===== config.mk =====
export PLATFORM = sky130hd
export DESIGN_NAME = ram_block_mover_flat
export DESIGN_NICKNAME = d
export VERILOG_FILES = /design/src/rtl/ram_block_mover_if.sv /design/src/rtl/ram_block_mover.sv /design/src/flat_wrapper.sv
export SDC_FILE = /design/constraint.sdc
export NUM_CORES = 1
export LEC_CHECK = 0
export ABC_CLOCK_PERIOD_IN_PS = 6300
export CAP_MARGIN = 5
export CORE_ASPECT_RATIO = 1.75
export CORE_MARGIN = 2
export CORE_UTILIZATION = 25
export CTS_CLUSTER_SIZE = 16
export DETAILED_ROUTE_END_ITERATION = 10
export PLACE_DENSITY_LB_ADDON = 0.15
export SYNTH_ARGS = -nofsm -noshare
export SYNTH_HDL_FRONTEND = slang
export SYNTH_SLANG_ARGS = --single-unit

===== constraint.sdc =====
create_clock -name clk -period 6.3 [get_ports clk]
set_clock_uncertainty 0.1 [all_clocks]
set_input_delay 1.26 -clock clk [delete_from_list [all_inputs] [get_ports clk]]
set_output_delay 1.26 -clock clk [all_outputs]
set_load 0.005 [all_outputs]

===== src/rtl/ram_block_mover_if.sv =====
`default_nettype none
// ============================================================================
// ram_block_mover_if : control handshake and RAM port bundle for ram_block_mover
// Revision: 1.0
// ============================================================================
interface ram_block_mover_if #(
  parameter int AW = 12,
  parameter int DW = 16
);
  logic          start;
  logic          mode;
  logic [AW-1:0] src;
  logic [AW-1:0] dst;
  logic [AW:0]   len;
  logic [DW-1:0] fill_val;
  logic          busy;
  logic          done;
  logic [AW-1:0] mem_address;
  logic          mem_load;
  logic [DW-1:0] mem_in;
  logic [DW-1:0] mem_out;

  // The mover owns the RAM port and answers the control handshake.
  modport master (
    input  start, mode, src, dst, len, fill_val, mem_out,
    output busy, done, mem_address, mem_load, mem_in
  );

  // Controller / RAM side of the same bundle.
  modport slave (
    output start, mode, src, dst, len, fill_val, mem_out,
    input  busy, done, mem_address, mem_load, mem_in
  );
endinterface
`default_nettype wire


===== src/rtl/ram_block_mover.sv =====
`default_nettype none
// ============================================================================
// ram_block_mover : block copy / block fill master for a single-port 4096x16 RAM
// Revision: 1.0
// ============================================================================
module ram_block_mover #(
  parameter int AW = 12,
  parameter int DW = 16
) (
  input  logic              clk,
  input  logic              reset,
  ram_block_mover_if.master bus_io
);

  typedef enum logic [2:0] {
    S_IDLE = 3'd0,
    S_RD   = 3'd1,
    S_WR   = 3'd2,
    S_FILL = 3'd3,
    S_DONE = 3'd4
  } state_t;

  localparam logic [AW:0]   c_cnt_one = {{AW{1'b0}}, 1'b1};
  localparam logic [AW:0]   c_cnt_max = {1'b1, {AW{1'b0}}};
  localparam logic [AW-1:0] c_ptr_one = {{(AW-1){1'b0}}, 1'b1};

  state_t        state_q;
  logic [AW-1:0] src_ptr_q;
  logic [AW-1:0] dst_ptr_q;
  logic [AW:0]   count_q;
  logic [AW-1:0] mem_address_q;
  logic [DW-1:0] mem_in_q;
  logic          mem_load_q;
  logic          busy_q;
  logic          done_q;

  logic [AW-1:0] src_ptr_d;
  logic [AW-1:0] dst_ptr_d;
  logic [AW:0]   count_d;
  logic [AW:0]   len_sat_d;
  logic          last_d;

  always_comb begin
    src_ptr_d = src_ptr_q + c_ptr_one;
    dst_ptr_d = dst_ptr_q + c_ptr_one;
    count_d   = count_q - c_cnt_one;
    last_d    = (count_q == c_cnt_one);
    // Any encoding with the top bit set means a full-memory job.
    len_sat_d = bus_io.len[AW] ? c_cnt_max : bus_io.len;
  end

  always_ff @(posedge clk) begin
    if (reset) begin
      state_q       <= S_IDLE;
      src_ptr_q     <= '0;
      dst_ptr_q     <= '0;
      count_q       <= '0;
      mem_address_q <= '0;
      mem_in_q      <= '0;
      mem_load_q    <= 1'b0;
      busy_q        <= 1'b0;
      done_q        <= 1'b0;
    end else begin
      case (state_q)
        S_IDLE: begin
          done_q     <= 1'b0;
          mem_load_q <= 1'b0;
          if (bus_io.start) begin
            src_ptr_q <= bus_io.src;
            dst_ptr_q <= bus_io.dst;
            count_q   <= len_sat_d;
            mem_in_q  <= bus_io.fill_val;
            busy_q    <= 1'b1;
            if (bus_io.len == '0) begin
              state_q <= S_DONE;
              done_q  <= 1'b1;
            end else if (!bus_io.mode) begin
              state_q       <= S_RD;
              mem_address_q <= bus_io.src;
            end else begin
              state_q       <= S_FILL;
              mem_address_q <= bus_io.dst;
              mem_load_q    <= 1'b1;
            end
          end
        end

        S_RD: begin
          state_q       <= S_WR;
          mem_address_q <= dst_ptr_q;
          mem_load_q    <= 1'b1;
        end

        S_WR: begin
          src_ptr_q <= src_ptr_d;
          dst_ptr_q <= dst_ptr_d;
          count_q   <= count_d;
          if (last_d) begin
            state_q    <= S_DONE;
            mem_load_q <= 1'b0;
            done_q     <= 1'b1;
          end else begin
            state_q       <= S_RD;
            mem_address_q <= src_ptr_d;
            mem_load_q    <= 1'b0;
          end
        end

        S_FILL: begin
          dst_ptr_q <= dst_ptr_d;
          count_q   <= count_d;
          if (last_d) begin
            state_q    <= S_DONE;
            mem_load_q <= 1'b0;
            done_q     <= 1'b1;
          end else begin
            mem_address_q <= dst_ptr_d;
          end
        end

        S_DONE: begin
          state_q    <= S_IDLE;
          done_q     <= 1'b0;
          busy_q     <= 1'b0;
          mem_load_q <= 1'b0;
        end

        default: begin
          state_q    <= S_IDLE;
          done_q     <= 1'b0;
          busy_q     <= 1'b0;
          mem_load_q <= 1'b0;
        end
      endcase
    end
  end

  assign bus_io.busy        = busy_q;
  assign bus_io.done        = done_q;
  assign bus_io.mem_address = mem_address_q;
  assign bus_io.mem_load    = mem_load_q;
  // The RAM's read data only appears during WR, so it is forwarded straight to the write port.
  assign bus_io.mem_in      = (state_q == S_WR) ? bus_io.mem_out : mem_in_q;

endmodule
`default_nettype wire

===== src/flat_wrapper.sv =====
// flat-port wrapper written by rule: the top's interface ports become plain ports
module ram_block_mover_flat 
#(
  parameter int AW = 12,
  parameter int DW = 16
)
  (clk, reset, bus_io_start, bus_io_mode, bus_io_src, bus_io_dst, bus_io_len, bus_io_fill_val, bus_io_mem_out, bus_io_busy, bus_io_done, bus_io_mem_address, bus_io_mem_load, bus_io_mem_in);
  ram_block_mover_if #(.AW(AW), .DW(DW)) bus_io_i ();
  input  logic clk;
  input  logic reset;
  input wire logic [$bits(bus_io_i.start)-1:0] bus_io_start;
  input wire logic [$bits(bus_io_i.mode)-1:0] bus_io_mode;
  input wire logic [$bits(bus_io_i.src)-1:0] bus_io_src;
  input wire logic [$bits(bus_io_i.dst)-1:0] bus_io_dst;
  input wire logic [$bits(bus_io_i.len)-1:0] bus_io_len;
  input wire logic [$bits(bus_io_i.fill_val)-1:0] bus_io_fill_val;
  input wire logic [$bits(bus_io_i.mem_out)-1:0] bus_io_mem_out;
  output wire logic [$bits(bus_io_i.busy)-1:0] bus_io_busy;
  output wire logic [$bits(bus_io_i.done)-1:0] bus_io_done;
  output wire logic [$bits(bus_io_i.mem_address)-1:0] bus_io_mem_address;
  output wire logic [$bits(bus_io_i.mem_load)-1:0] bus_io_mem_load;
  output wire logic [$bits(bus_io_i.mem_in)-1:0] bus_io_mem_in;
  assign bus_io_i.start = bus_io_start;
  assign bus_io_i.mode = bus_io_mode;
  assign bus_io_i.src = bus_io_src;
  assign bus_io_i.dst = bus_io_dst;
  assign bus_io_i.len = bus_io_len;
  assign bus_io_i.fill_val = bus_io_fill_val;
  assign bus_io_i.mem_out = bus_io_mem_out;
  assign bus_io_busy = bus_io_i.busy;
  assign bus_io_done = bus_io_i.done;
  assign bus_io_mem_address = bus_io_i.mem_address;
  assign bus_io_mem_load = bus_io_i.mem_load;
  assign bus_io_mem_in = bus_io_i.mem_in;
  ram_block_mover #(.AW(AW), .DW(DW)) u_core (.clk(clk), .reset(reset), .bus_io(bus_io_i));
endmodule

# Word-level counts from Yosys, hierarchy flattened
# Index checks and enable logic that the tools add are counted.
# word_totals
reg_bits	71
out_inout_bits	31
elab_cells	69
# op_classes
n_addsub	3
eq_ne	10
n_mux	31
bitwise	2
reduce_logical	14
# ops
operator	count
two-way mux 12 bit	7
case mux 12 bit (2 select lines)	2
case mux 12 bit (4 select lines)	1
two-way mux 13 bit	2
case mux 13 bit (2 select lines)	1
adder 12 x 1 -> 12 bit, second input constant	2
two-way mux 16 bit	1
equality test 13 x 1 -> 1 bit, second input constant	1
zero test 13 bit	1
subtractor 13 x 1 -> 13 bit, second input constant	1
two-way mux 3 bit	4
case mux 3 bit (4 select lines)	1
AND reduction 2 bit	6
two-way mux 1 bit	8
inequality test 2 bit, second input constant	4
equality test 3 x 2 -> 1 bit, second input constant	2
case mux 1 bit (3 select lines)	2
AND reduction 5 bit	1
inequality test 2 x 1 -> 1 bit, second input constant	2
nonzero test 2 bit	2
nonzero test 4 bit	1
equality test 3 x 1 -> 1 bit, second input constant	1
zero test 3 bit	1
OR reduction 3 bit	1
4 further kinds	5

# Depth between registers and ports, before layout
# Gate-level depths: netlist of run 1.
# depth
depth_word	4
ltp_mapped	8

# Least setup slack after synthesis of run 1
# No wires, ideal clock.
# synth_path
kind	reg2out
from	register u_core.state_q[2]
to	output bus_io_mem_in[10]
arrival_ns	1.563
required_ns	4.940
path_slack_ns	3.377
path_stages_with_launch	7
path_buffers	3
path_cell_list	dfxtp_1 -> buf_2 -> nor3b_2 -> clkbuf_1 -> clkbuf_1 -> nand2_1 -> nand2_1
# synth_via
elab_chain_cells	2
# synth_rtl
item	line_no	rtl
start, declared	ram_block_mover.sv:27	state_t state_q;
start signal, assigned	ram_block_mover.sv:54	state_q <= S_IDLE;
start signal, assigned	ram_block_mover.sv:75	state_q <= S_DONE;
start signal, assigned	ram_block_mover.sv:78	state_q <= S_RD;
equality test 3 x 2 -> 1 bit	ram_block_mover.sv:143	assign bus_io.mem_in = (state_q == S_WR) ? bus_io.mem_out : mem_in_q;
two-way mux 16 bit	ram_block_mover.sv:143	
end, declared	flat_wrapper.sv:22	output wire logic [$bits(bus_io_i.mem_in)-1:0] bus_io_mem_in;
# No other way between the ends.

# Worst setup path in the final report of run 1
# layout_path
from	register u_core.state_q[1]
to	output bus_io_mem_in[3]
# The elaborated chain is that of the path after synthesis.

==> key figures, run 1 <==
STA
  – Worst slew pin tran: 961 ps
  – Setup_tns: 0 ps
  – Final hold vios: 0
  – Final slew viol count: 0
  – Hold Worst Slack: between 300 and 400 ps
  – Slew Limit Headroom: 0.359
  – Final Cycle Share: 0.630
  – F_max: ~250 MHz
  – Min Clock Period, post-route: ~4000 ps
  – RSZ-0062 raised after global routing: false
  – Final setup fails: 0

Floorplanning
  – Die width: approximately 100 um
  – DIE HEIGHT: ~180 um
  – Row cnt: 63
  – Die area: about 18000 sq um
  – I/O pins: 104
  – Core region area: ~17000 sq um
  – Starting Density: 0.256

Clock network
  – CTS sink cnt: 71
  – Clock-pin slew on the worst setup and hold paths: ~60 ps
  – CTS tree: built
  – Setup Fix Bufs, Post-CTS: 0
  – CTS-repair resized insts: 0
  – Clk_lat worst skew: approximately 340 ps
  – CTS Buffer Depth: 2
  – H-tree Lvls: 3
  – CTS Root Cell: clkbuf_16
  – Hold-fix buffers, CTS: 0
  – Num CTS Buffers: 9

Power and ir drop
  – Power Dens Cells: 257 nW/um^2
  – Max VDD drop: between 100 and 150 uV
  – Final Total Pwr: approximately 1.5 mW
  – Cell leakage power: ~2.1 nW

Worst setup path
  – R2R setup slack: between 3000 and 4000 ps
  – Crit path capture type: output port
  – Capture point of the worst reg-to-reg path: u_core.bus_io.mem_address[8]
  – WS Path Type: reg2out
  – Worst R2R Path Depth: 5
  – Worst setup SP type: flip-flop
  – Worst Path Required: 4940 ps
  – CP Data Arrival Time: roughly 2600 ps
  – Critical path peak fanout: 26
  – FF-to-FF Start: u_core.state_q[1]

Synthesis
  – Count leader, synth: nand2_1
  – Number of synthesized flops with an enable pin: 0
  – Syn nets: between 600 and 700
  – Cell taking the most area after synthesis: dfxtp_1
  – Mapped Area: 4340 sq um
  – Synth top cells by count: nand2_1 (122), dfxtp_1 (71), nor2_1 (56), a21oi_1 (53), clkbuf_1 (34)
  – Syn avg cell area: 7.28 sq um
  – Synthesis-stage register bit count: just over 70
  – Post-Syn Instances: slightly below 600
  – Async set-or-reset flop fraction in the synthesized netlist: 0
  – Cell variety after synth: 66
  – Dominant cells by area after synthesis: dfxtp_1 (33%), nand2_1 (11%), a21oi_1 (6.1%), nor2_1 (4.8%), clkbuf_1 (2.9%)
  – Yosys top cell area share: 0.328
  – Yosys warnings: 0
  – Ys flop type: dfxtp_1
  – Post-synthesis sequential area ratio: 0.328

Min path
  – Hold Crit Depth: 2
  – HP Class: reg2reg
  – HP Start: u_core.mem_in_q[2]
  – Endpoint, Worst Hold: u_core.mem_in_q[2]

Place
  – IO Port Bufs: a little over 100
  – GPL Wtd Cong: between 0.7 and 0.8
  – Detailed placement HPWL: 11400 um

Layout
  – Area growth syn-to-layout: 34.5%
  – Area of the multi-input gates: 2690 sq um
  – # nets final: 749
  – Register area: 1420 sq um
  – Number of fill cells in the layout: 1818
  – Ratio of cells with drive above 1 in the final layout: 0.0635
  – Diode count: 0

Route
  – Routed wire length: roughly 16000 um
  – Wire per inst: roughly 17 um
  – Drt drc: 0
  – Detailed-route vias per instance: approximately 5
  – DRT antenna net count: 0
  – Initial DRT Pass Iterations: 6
  – Iteration-0 DRC count of the detailed router: a little over 300
  – DR vias: about 4.6k

Global route
  – Initial antenna violation count: 0
  – Vias in the first global route: 4581
  – First-pass GRT wire length: roughly 25000 um
  – Largest net degree at the start of global routing: between 60 and 70
  – Grt ovf: 0
  – Total GRT Usage: 0.171

Job
  – Max_cap viols: 0

Status
  – Status: completed
-- how the worst max path moves through the flow --
stage,start,to,slack (ps),depth (start not counted)
2_1_floorplan,u_core.state_q[2],bus_io_mem_in[10],3380,6
3_3_place_gp,bus_io_mem_out[4],bus_io_mem_in[4],2540,4
3_5_place_dp,bus_io_mem_out[4],bus_io_mem_in[4],2550,4
4_1_cts,u_core.state_q[1],bus_io_mem_in[4],2300,5
5_1_grt,u_core.state_q[1],bus_io_mem_in[9],2130,5
6_report,u_core.state_q[1],bus_io_mem_in[3],2330,5
-- worst max-delay path, stage by stage, from the launching register on --
cell and delay [ps]:
dfxtp_1 950, nor3b_4 300, buf_4 330, nand2_1 100, nand2_1 70, clkdlybuf4s50_1 500
-- state kept, by name, summed over array words and instances (netlist names) --
name                       cells
u_core.dst_ptr_q              12
u_core.count_q                13
u_core.bus_io.mem_load         1
u_core.mem_in_q               16
u_core.state_q                 3
u_core.bus_io.mem_address     12
u_core.bus_io.busy             1
u_core.src_ptr_q              12
u_core.bus_io.done             1
-- layout make-up --
class	count	area share
clock inverter	5	0.00986
sequential	71	0.244
timing repair buffer	111	0.186
multi-input combinational	466	0.462
tap	227	0.0487
inverter	13	0.00836
clock buffer	11	0.0416
-- metrics by stage --
stage / instance area, sq um / setup slack, ps / utilization / cells
2_1_floorplan: 4340 / 3380 / - / 596
3_3_place_gp: 5530 / 2540 / 0.327 / 888
3_5_place_dp: 5530 / 2550 / 0.327 / 888
4_1_cts: 5830 / 2300 / 0.344 / 904
5_1_grt: 5830 / 2130 / 0.344 / 904
6_report: 5830 / 2330 / 0.344 / 904
-- layout by cell type (no fill, tap or decap), types with 6 or more instances in the layout --
cell             count
o22ai_1              7
a2bb2oi_1            6
nand4_1              7
nor3_1              19
clkdlybuf4s50_1    102
o21ai_0             23
a31oi_1              8
a311oi_1             6
clkbuf_16            9
nor2_1              56
nor2b_1              7
nand2_1            122
buf_4                8
or3_1                6
a21oi_1             53
dfxtp_1             71
inv_1               13
a221oi_1             9
o21ai_1              8
xor2_1              11
mux2_2               6
nand3_1             13
a222oi_1             7
a211oi_1             9
a22oi_1              6
-- per-layer routing --
layer	track usage	wire length, um	share of wire	vias up
met3	0.0325	691	0.044	14
met1	0.192	6340	0.40	2195
met2	0.325	8380	0.54	133
met4	0.0552	246	0.016	0
met5	0	0	0	-
li1	-	-	-	2303
-- power breakdown --
group / internal [mW] / leakage, nW / switching [mW]
combinational: 0.201 / 1.42 / 0.222
sequential: 0.497 / 0.585 / 0.0559
clock: 0.317 / 0.138 / 0.205
-- logic make-up (layout without fill, tap and decap cells) --
group           after synthesis  after routing  synth area share
buf+inv                      59            140            0.0540
compound gates              166            166             0.254
simple gates                269            269             0.294
mux                          11             11            0.0271
xor+xnor                     16             16            0.0323
fa+ha+maj                     4              4            0.0115
flops                        71             71             0.328
Power figures use the tool's default switching activity.
==> run 2: changes to the inputs <==
ABC_CLOCK_PERIOD_IN_PS = 3600   (was 6300)
clock period = 3.6 ns   (was 6.3 ns; I/O delays follow)
==> key figures, run 2 (synthesized netlist as in run 1, its figures left out) <==
Floorplanning
  – Die width: between 100 and 150 um
  – I/O pins: around 100
  – Row cnt: 63
  – Starting Density: 0.256
  – Core region area: roughly 17000 sq um
  – DIE HEIGHT: 178 um
  – Die area: between 15000 and 20000 sq um

STA
  – Final hold vios: 0
  – F_max: approximately 340 MHz
  – Min Clock Period, post-route: approximately 2900 ps
  – Setup_tns: 0 ps
  – Hold Worst Slack: about 360 ps
  – RSZ-0062 raised after global routing: false
  – Worst slew pin tran: about 840 ps
  – Slew Limit Headroom: 0.438
  – Final slew viol count: 0
  – Final Cycle Share: 0.813
  – Setup ws final: 673 ps
  – Final setup fails: 0

Worst setup path
  – CP Data Arrival Time: between 2000 and 2500 ps
  – Crit path capture type: output port
  – Slowest-stage cell, CP: or3b_1
  – Worst setup SP type: flip-flop
  – CP most frequent cell: nand2_1
  – Largest delay share family, worst path: simple AND/OR/NAND/NOR gates
  – CP Buf/Inv Count: 1
  – Instance count on the critical path: 4
  – WS Path Type: reg2out
  – Slowest cell delay on critical path: about 600 ps
  – Worst R2R Path Depth: 6
  – Critical path peak fanout: 18
  – Cells along the critical path: or3b_1 > nand2_1 > nand2_1 > clkdlybuf4s50_1
  – Worst Path Required: around 2800 ps

Layout
  – Largest Register: u_core.mem_in_q
  – Fin util: 0.351
  – Design Area, Final: a little under 6000 sq um
  – Most common cell after layout, fill and taps aside: nand2_1
  – Area growth syn-to-layout: 37.2%
  – Diode count: 0
  – # nets final: between 700 and 800
  – Largest register FFs: 16
  – Ratio of cells with drive above 1 in the final layout: 0.0732
  – Regs by FF count: u_core.mem_in_q x16, u_core.count_q x13
  – Number of fill cells in the layout: ~1.8k
  – Most frequent cells in the layout: nand2_1 (122), clkdlybuf4s50_1 (102), dfxtp_1 (71)
  – Fin cells: between 900 and 1k

Place
  – IO Port Bufs: 103
  – Detailed placement HPWL: ~12000 um
  – Cell Area, Placed: around 5600 sq um
  – Placed Cells: about 890
  – Worst slack, placed: 623 ps
  – GPL Wtd Cong: roughly 0.85

Route
  – Wire per inst: ~17 um
  – DR vias: between 4k and 5k
  – Drt drc: 0
  – Routed wire length: 15900 um
  – Detailed-route vias per instance: around 5
  – Initial DRT Pass Iterations: 5
  – Iteration-0 DRC count of the detailed router: slightly below 200
  – DRT antenna net count: 0

Power and ir drop
  – Max VDD drop: between 200 and 300 uV
  – Power Dens Cells: 479 nW/um^2
  – Final Total Pwr: 2.85 mW
  – Cell leakage power: 2.21 nW

Min path
  – Hold Crit Depth: 2
  – HP Class: reg2reg

Global route
  – First-pass GRT wire length: 25000 um
  – Largest net degree at the start of global routing: roughly 60
  – Total GRT Usage: 0.170
  – Vias in the first global route: 4637
  – Grt ovf: 0
  – Initial antenna violation count: 0

Clock network
  – Num CTS Buffers: 9
  – Hold-fix buffers, CTS: 0
  – Clock-pin slew on the worst setup and hold paths: ~60 ps
  – Setup Fix Bufs, Post-CTS: 0
  – CTS Root Cell: clkbuf_16
  – CTS Buffer Depth: 2
  – Clk_lat worst skew: 340 ps
  – CTS sink cnt: 71
  – H-tree Lvls: 3
  – CTS tree: built
  – CTS-repair resized insts: 0

Job
  – Max_cap viols: 0

Status
  – Status: completed
==> run 2: worst paths after layout <==
check	start	endpoint	slack, ps
worst max-delay path	u_core.state_q[2]	bus_io_mem_in[10]	670
worst min-delay path	u_core.mem_in_q[10]	u_core.mem_in_q[10]	360
worst max register to register	u_core.count_q[0]	u_core.bus_io.mem_address[8]	1160
worst min register to register	u_core.mem_in_q[10]	u_core.mem_in_q[10]	360
==> run 2: worst reg2reg max path, stage by stage (launching register included) <==
cell and delay [ps]:
dfxtp_1 420, ha_1 190, or4b_1 520, nor4_4 390, a211o_1 440, a21oi_1 80, a32o_1 210
==> run 2: final cells by class <==
class                      count  area [sq um]  share of cell area
sequential                    71          1420               0.239
timing repair buffer         117          1130               0.190
multi-input combinational    466          2690               0.453
inverter                      13          48.8             0.00820
clock inverter                 7           145              0.0244
tap                          227           284              0.0477
clock buffer                   9           225              0.0379
==> run 2: metal layers <==
layer	track usage	vias to the layer above	routed length, um
met5	0	-	0
met4	0.0771	0	504
met2	0.317	152	8350
met1	0.186	2175	6340
li1	-	2319	-
met3	0.0314	28	723
==> run 2: power by group <==
group / switching, mW / total, mW / internal [mW] / leakage, nW
clock network: 0.377 / 1.13 / 0.750 / 0.176
logic: 0.409 / 0.767 / 0.358 / 1.45
registers: 0.0856 / 0.955 / 0.870 / 0.585
